File: config.mk
export PLATFORM = sky130hd
export DESIGN_NAME = crc32_serial_sched
export DESIGN_NICKNAME = d
export VERILOG_FILES = /design/src/rtl/crc32_pkg.sv /design/src/rtl/crc32_lfsr_bit.sv /design/src/rtl/crc32_serial_sched.sv
export SDC_FILE = /design/constraint.sdc
export NUM_CORES = 1
export LEC_CHECK = 0
export BUFFER_PORTS_ARGS = -buffer_cell sky130_fd_sc_hd__clkbuf_2
export CORE_ASPECT_RATIO = 1.25
export CORE_MARGIN = 1.5
export CORE_UTILIZATION = 59
export DETAILED_ROUTE_END_ITERATION = 8
export GPL_TIMING_DRIVEN = 0
export PLACE_DENSITY = 0.86
export SLEW_MARGIN = 10
export SYNTH_ARGS = -nofsm -noshare
export SYNTH_HDL_FRONTEND = slang
export SYNTH_HIERARCHICAL = 1
export SYNTH_SLANG_ARGS = --single-unit
File: constraint.sdc
create_clock -name clk -period 3.05 [get_ports clk]
set_input_delay 0 -clock clk [delete_from_list [all_inputs] [get_ports clk]]
set_output_delay 0 -clock clk [all_outputs]
set_load 0.01 [all_outputs]
File: src/rtl/crc32_pkg.sv
// crc32_pkg: CRC-32 constants and scheduler state encoding; CRC32_STD_INIT_EN selects init/xorout 0xFFFFFFFF
package crc32_pkg;
  localparam logic [31:0] CRC32_POLY = 32'h04C11DB7;
`ifdef CRC32_STD_INIT_EN
  localparam logic [31:0] CRC32_INIT   = 32'hFFFFFFFF;
  localparam logic [31:0] CRC32_XOROUT = 32'hFFFFFFFF;
`else
  localparam logic [31:0] CRC32_INIT   = 32'h00000000;
  localparam logic [31:0] CRC32_XOROUT = 32'h00000000;
`endif
  typedef enum logic [1:0] {IDLE = 2'd0, SHIFT = 2'd1, DONE = 2'd2} state_t;
endpackage

File: src/rtl/crc32_lfsr_bit.sv
// crc32_lfsr_bit: bit-serial CRC-32 LFSR; ports clk, rst (async active-low), load (to init, wins), en (shift din), crc
module crc32_lfsr_bit
  import crc32_pkg::*;
(
  input  logic        clk,
  input  logic        rst,
  input  logic        load,
  input  logic        en,
  input  logic        din,
  output logic [31:0] crc
);
  always_ff @(posedge clk or negedge rst)
    if (!rst) crc <= CRC32_INIT;
    else if (load) crc <= CRC32_INIT;
    else if (en) crc <= {crc[30:0], 1'b0} ^ ((crc[31] ^ din) ? CRC32_POLY : 32'h0);
endmodule

File: src/rtl/crc32_serial_sched.sv
// crc32_serial_sched: round-robin two-requester scheduler feeding a bit-serial CRC-32 (CRC32_STD_INIT_EN selects init/xorout); ports req_valid/req_data0/req_data1/req_ready in, out_valid/out_ready/out_data/out_src out, busy
module crc32_serial_sched
  import crc32_pkg::*;
#(
  parameter int DATA_W = 5
) (
  input  logic                clk,
  input  logic                rst,
  input  logic [1:0]          req_valid,
  input  logic [DATA_W-1:0]   req_data0,
  input  logic [DATA_W-1:0]   req_data1,
  output logic [1:0]          req_ready,
  output logic                out_valid,
  input  logic                out_ready,
  output logic [DATA_W+31:0]  out_data,
  output logic                out_src,
  output logic                busy
);
  localparam int CW = DATA_W > 1 ? $clog2(DATA_W) : 1;
  state_t state, nxt;
  logic rr_ptr, g, accept, src;
  logic [CW-1:0] cnt;
  logic [DATA_W-1:0] sr;
  logic [31:0] crc;
  assign g = (req_valid == 2'b11) ? rr_ptr : req_valid[1];
  assign accept = (state == IDLE) && req_valid[g];
  always_ff @(posedge clk or negedge rst)
    if (!rst) state <= IDLE;
    else state <= nxt;
  always_comb
    nxt = state == IDLE  ? (accept ? SHIFT : IDLE) :
          state == SHIFT ? (cnt == '0 ? DONE : SHIFT) :
          state == DONE  ? (out_ready ? IDLE : DONE) : IDLE;
  always_comb begin
    req_ready = accept ? (g ? 2'b10 : 2'b01) : 2'b00;
    busy      = state != IDLE;
    out_valid = state == DONE;
    out_data  = out_valid ? {sr, crc ^ CRC32_XOROUT} : '0;
    out_src   = src;
  end
  // The payload register rotates rather than shifts, so after DATA_W bits it holds the original word again.
  always_ff @(posedge clk or negedge rst)
    if (!rst) begin
      rr_ptr <= 1'b0;
      src    <= 1'b0;
      cnt    <= '0;
      sr     <= '0;
    end else if (accept) begin
      rr_ptr <= ~g;
      src    <= g;
      cnt    <= CW'(DATA_W - 1);
      sr     <= g ? req_data1 : req_data0;
    end else if (state == SHIFT) begin
      cnt <= cnt - CW'(1);
      sr  <= DATA_W'({sr, sr[DATA_W-1]});
    end
  crc32_lfsr_bit u_lfsr (
    .clk  (clk),
    .rst  (rst),
    .load (accept),
    .en   (state == SHIFT),
    .din  (sr[DATA_W-1]),
    .crc  (crc)
  );
endmodule

* Word level (Yosys, flattened, before mapping) *
Index checks and enable logic that the tools add are counted.

word-level totals
  register bits after elaboration = 44
  output and inout port bits = 42
  word-level logic and storage cells = 39

cells by class
  add/subtract/negate cells = 1
  $lt $le $gt $ge = 1
  reductions and logical operators = 5
  equal/unequal tests = 3
  bitwise operators = 3
  mux-type cells = 20

operators by type and width
  cell                 count
  $mux 32              2
  $mux 37              1
  $xor 32x32->32       1
  $mux 27              1
  $mux 5               3
  $mux 2               7
  $mux 3               2
  $eq 2x2->1 const B   2
  $mux 1               4
  $reduce_bool 2->1    2
  $logic_not 3->1      1
  $sub 3x1->3 const B  1
  $eq 2x1->1 const B   1
  $logic_not 2->1      1
  $lt 1x2->1 const B   1
  $logic_and 1x1->1    1
  $not 1->1            1
  $xor 1x1->1          1

* Logic depth before layout (Yosys ltp) *
  depth after elaboration = 7
  gate-level depth with buffers = 8
  gate-level depth less buffers = 6

* Hierarchy *
The synthesis kept the hierarchy.

by module, submodules not included
  module              instances  area an instance (sq um)  cells an instance  sequential area each (sq um)
  crc32_lfsr_bit      1          1,581.5                   152                800.8
  crc32_serial_sched  1          1,018.5                   120                300.3

* Worst setup path after synthesis *
No wires, ideal clock.

  path type = reg-to-reg
  start = register state[0]
  end = register u_lfsr.crc[13]
  arrival time = 1.556 ns
  path slack = 1.373 ns
  cell stages (with the launch flop) = 9
  path buffers = 4
  required time = 2.929 ns
  cells stage by stage = dfrtp_1 buf_6 nor2_4 inv_2 nor2_1 buf_4 buf_2 buf_2 nor2_1

on the way
  cells in the longest elaborated chain, start to end = 3
  elaborated cells on any way between the ends = 5
  those cells by class = 1 x eq/ne; 1 x mux; 3 x reduce/logical

RTL lines
  item                                          line                      RTL
  start, declared                               crc32_serial_sched.sv:20  state_t state, nxt;
  start signal, assigned                        crc32_serial_sched.sv:29  else state <= nxt;
  $logic_not 2->1 (*)                           crc32_serial_sched.sv:26  assign accept = (state == IDLE) && req_valid[g];
  $logic_and 1x1->1 (*)                         crc32_serial_sched.sv:26
  named net accept                              crc32_serial_sched.sv:21  logic rr_ptr, g, accept, src;
  $mux 32 or $reduce_bool 2->1 (tied branches)  -
  end signal, assigned                          crc32_lfsr_bit.sv:15      else if (en) crc <= {crc[30:0], 1'b0} ^ ((crc[31] ^ din) ? CRC32_POLY : 32'h0);
  end, declared                                 crc32_lfsr_bit.sv:10      output logic [31:0] crc

The timed path passes the listed nets; every way through them passes the cells marked *.
A chain may end at the register's enable or synchronous reset.

* Worst setup path in the final report *
  start = register state[0]
  end = register u_lfsr.crc[27]

The elaborated chain is that of the path after synthesis.

==> results.py <==
metrics = {
    "sta": {
        "report.final.hold_viol_count": 0,
        "max_freq_ghz": 0.4866,
        "tightestPinTransition_ns": 0.9546,
        "timing.setup.tns_ns": 0,
        "rsz0062_at_grt": "false",
        "timing.hold.ws_ns": 0.02355,
        "worst_slack_ns": 0.9951,
        "worst_slew_margin_rel_pct": 36.36,
        "post-route-period-util_pct": 67.37,
        "finalSetupViolations": 0,
        "period_minus_slack_ns": 2.055,
        "maxSlewViolCount": 0,
        "fin_worst_skew_ns": 0.01139,
    },
    "logic_synthesis": {
        "postSynth.topFlopCell": "sky130_fd_sc_hd__dfrtp_1",
        "netlist-cell-type-count": 41,
        "syn_inst": 272,
        "synth_largest_area_cell": "sky130_fd_sc_hd__dfrtp_1",
        "synthTopCellsByArea": "sky130_fd_sc_hd__dfrtp_1 42%, sky130_fd_sc_hd__and2_1 8.9%, sky130_fd_sc_hd__mux2i_1 6.9%",
        "yosysWarnings": 6,
        "synthDominantCellAreaShare_pct": 42.35,
        "synth_enable_flop_cells": 0,
        "ys_ff_latch": 44,
        "post_synth.cell_area_avg_sq_um": 9.559,
        "async_reset_ff_share_pct": 100.0,
        "synth_fp_nets": 289,
        "synth_sequential_area_ratio_pct": 42.35,
        "synthesis.area_sq_mm": 0.002600,
    },
    "cts": {
        "clkSinkCount": 44,
        "clk_transition_reported_paths_ns": 0.08,
        "tritoncts": "built",
        "clock-root-buffer": "sky130_fd_sc_hd__clkbuf_8",
        "worst_case_clock_buffer_depth": 2,
        "postCtsResizedCells": 0,
        "cts_made_buffers": 5,
        "cts_max_level": 2,
        "clock_latency_ns": 0.31,
    },
    "critical_path": {
        "worstReg2RegStart": "state[0]",
        "setup.worst_path.end_class": "register",
        "setup.worst_path.class": "reg -> reg",
        "worst_ep_arrival_time_ns": 2.24,
        "r2r_slack_ns": 1.0,
        "critical_path_required_ns": 3.23,
        "timing.reg2reg.worst_path_depth": 8,
        "cp_max_fo": 10,
        "start_kind": "register",
        "worst_r2r_endpoint": "u_lfsr/crc[27]",
    },
    "layout": {
        "multi_input_comb_area_sq_mm": 0.001272,
        "synthToLayoutAreaGrowth_pct": 18.72,
        "seq_area_sq_mm": 0.001101,
        "n_antenna_cell": 0,
        "fill_cells": 326,
        "mostFrequentLayoutCell": "sky130_fd_sc_hd__clkbuf_2",
        "final_nets": 354,
        "layout.cell_area.non_filler_sq_mm": 0.003087,
        "post_route_cells_drive_above_1_share_pct": 27.22,
        "finish.cell_count_without_fillers": 394,
        "layout_common_cells": "54 x sky130_fd_sc_hd__clkbuf_2, 44 x sky130_fd_sc_hd__dfrtp_1, 37 x sky130_fd_sc_hd__and2_1",
        "finish.utilization_pct": 74.13,
    },
    "placement": {
        "pre_cts_ws_ns": 1.031,
        "dp_cells": 383,
        "detailedPlacementHpwl_mm": 4.110,
        "finalWeightedCongestion": 0.8703,
        "buffer_ports.inserted": 55,
        "placedInstanceArea_sq_mm": 0.002945,
    },
    "power": {
        "report.power.total_mw": 3.065,
        "max-vdd-ir-drop_uv": 652.0,
        "p_leak_nw": 1.545,
        "pwr_density_cell_mw_per_mm2": 993.1,
    },
    "global_route": {
        "number_of_global_route_vias_before_repair": 2142,
        "grt_start_max_net_pins": 45,
        "global_route.overflow_total": 0,
        "grt_use_total_pct": 26.36,
        "antenna_found_initial": 0,
        "wire_length_of_the_first_global_routing_pass_mm": 9.998,
    },
    "routing": {
        "drt_wl_total_mm": 5.820,
        "dr.first_iter.drc_count": 167,
        "detailroute.via_count": 2238,
        "avgRoutedWirePerCell_um": 14.77,
        "post-route-drc-count": 0,
        "drt-vias-per-instance": 5.680,
        "final_antenna_net_count": 0,
        "detail_route.first_pass.iterations": 4,
    },
    "floorplanning": {
        "dieArea_sq_mm": 0.004817,
        "design.portCount": 57,
        "die_x_um": 62.38,
        "initial_utilization_pct": 62.44,
        "row_count": 26,
        "dieHeight_um": 77.22,
        "floorplan.core_area_sq_mm": 0.004164,
    },
    "outcome": {
        "status": "completed",
    },
    "worst_hold_path": {
        "worst_hold_startpoint": "req_data1[4]",
        "hold_end": "sr[4]",
        "holdCritPathClass": "in -> reg",
        "hold_path_depth": 3,
    },
    "run": {
        "drv.max_cap_violation_count": 0,
    },
}
==> power by group <==
| group | switching, mW | total, mW | leakage [nW] | internal (mW) |
|---|---|---|---|---|
| clock | 0.205 | 0.447 | 0.0541 | 0.242 |
| sequential | 0.235 | 1.10 | 0.550 | 0.866 |
| combinational | 0.833 | 1.52 | 0.940 | 0.684 |
| total | 1.27 | 3.07 | 1.54 | 1.79 |
==> how the worst max path moves through the flow <==
stage                  start             end  slack, ns  cells after the start
finish              state[0]  u_lfsr/crc[27]        1.0                      8
global route        state[0]    out_data[26]       0.84                      6
CTS                 state[0]    out_data[23]       1.01                      6
detailed placement  state[0]   u_lfsr/crc[6]       1.03                      8
global placement    state[0]  u_lfsr/crc[28]       1.07                      8
floorplan           state[0]  u_lfsr/crc[13]       1.37                      8
==> state kept, by name, indices dropped and copies added, names as in the netlist <==
name        cells
sr              5
state           2
rr_ptr          1
out_src         1
cnt             3
u_lfsr/crc     32
==> synthesized netlist by cell type, types with 2 or more instances <==
cell type                  number
sky130_fd_sc_hd__inv_1         18
sky130_fd_sc_hd__a41oi_2        5
sky130_fd_sc_hd__clkbuf_1       9
sky130_fd_sc_hd__ha_1           2
sky130_fd_sc_hd__and2_1        37
sky130_fd_sc_hd__o311ai_0       3
sky130_fd_sc_hd__nand2_1       12
sky130_fd_sc_hd__dfrtp_1       44
sky130_fd_sc_hd__nand4b_1      13
sky130_fd_sc_hd__nor2_1        35
sky130_fd_sc_hd__buf_6          5
sky130_fd_sc_hd__o311ai_1      10
sky130_fd_sc_hd__buf_2          7
sky130_fd_sc_hd__a21oi_1        6
sky130_fd_sc_hd__mux2i_1       18
sky130_fd_sc_hd__a211o_1        5
sky130_fd_sc_hd__buf_4          3
sky130_fd_sc_hd__nand4_1        5
sky130_fd_sc_hd__nand3_1       13
==> worst max-delay path, stage by stage (launching register included) <==
cell and delay [ns]:
sky130_fd_sc_hd__dfrtp_1 0.39, sky130_fd_sc_hd__buf_6 0.14, sky130_fd_sc_hd__nor2_4 0.20, sky130_fd_sc_hd__inv_2 0.12, sky130_fd_sc_hd__nor2_1 0.21, sky130_fd_sc_hd__buf_4 0.21
sky130_fd_sc_hd__buf_2 0.28, sky130_fd_sc_hd__buf_2 0.30, sky130_fd_sc_hd__nor2_1 0.08
==> layer usage <==
metal | global-route usage, % | part of all wire, % | vias up
li1 | - | - | 1068
met1 | 33.56 | 41 | 1076
met2 | 43.15 | 51 | 80
met3 | 6.012 | 5.9 | 14
met4 | 11.56 | 2.4 | 0
met5 | 0 | 0 | -
==> what timing repair did <==
action,4_1_cts,5_1_grt
buffers inserted,0,0
endpoints found under the hold margin,46,0
setup endpoints to repair,0,0
hold buffers,3,0
==> logic make-up (layout without fill, tap and decap cells) <==
logic type / Yosys count / after routing / share of synthesized area (%)
buffers and inverters: 44 / 110 / 8.710
multiplexers: 18 / 18 / 6.930
XOR/XNOR: 2 / 2 / 1.252
adder cells (fa/ha/maj): 2 / 2 / 0.9623
flip-flops: 44 / 44 / 42.35
AO/OA/AOI/OAI: 39 / 39 / 13.72
AND/OR/NAND/NOR: 123 / 123 / 26.08
==> cell type report <==
cell class / count / share of cell area (%)
multi-input combinational: 184 / 41.22
timing repair buffer: 58 / 9.891
clock inverter: 3 / 1.378
buffer: 25 / 5.026
tap: 56 / 2.270
sequential: 44 / 35.67
inverter: 19 / 2.310
clock buffer: 5 / 2.229
No activity file was read; power rests on OpenSTA's default activity.
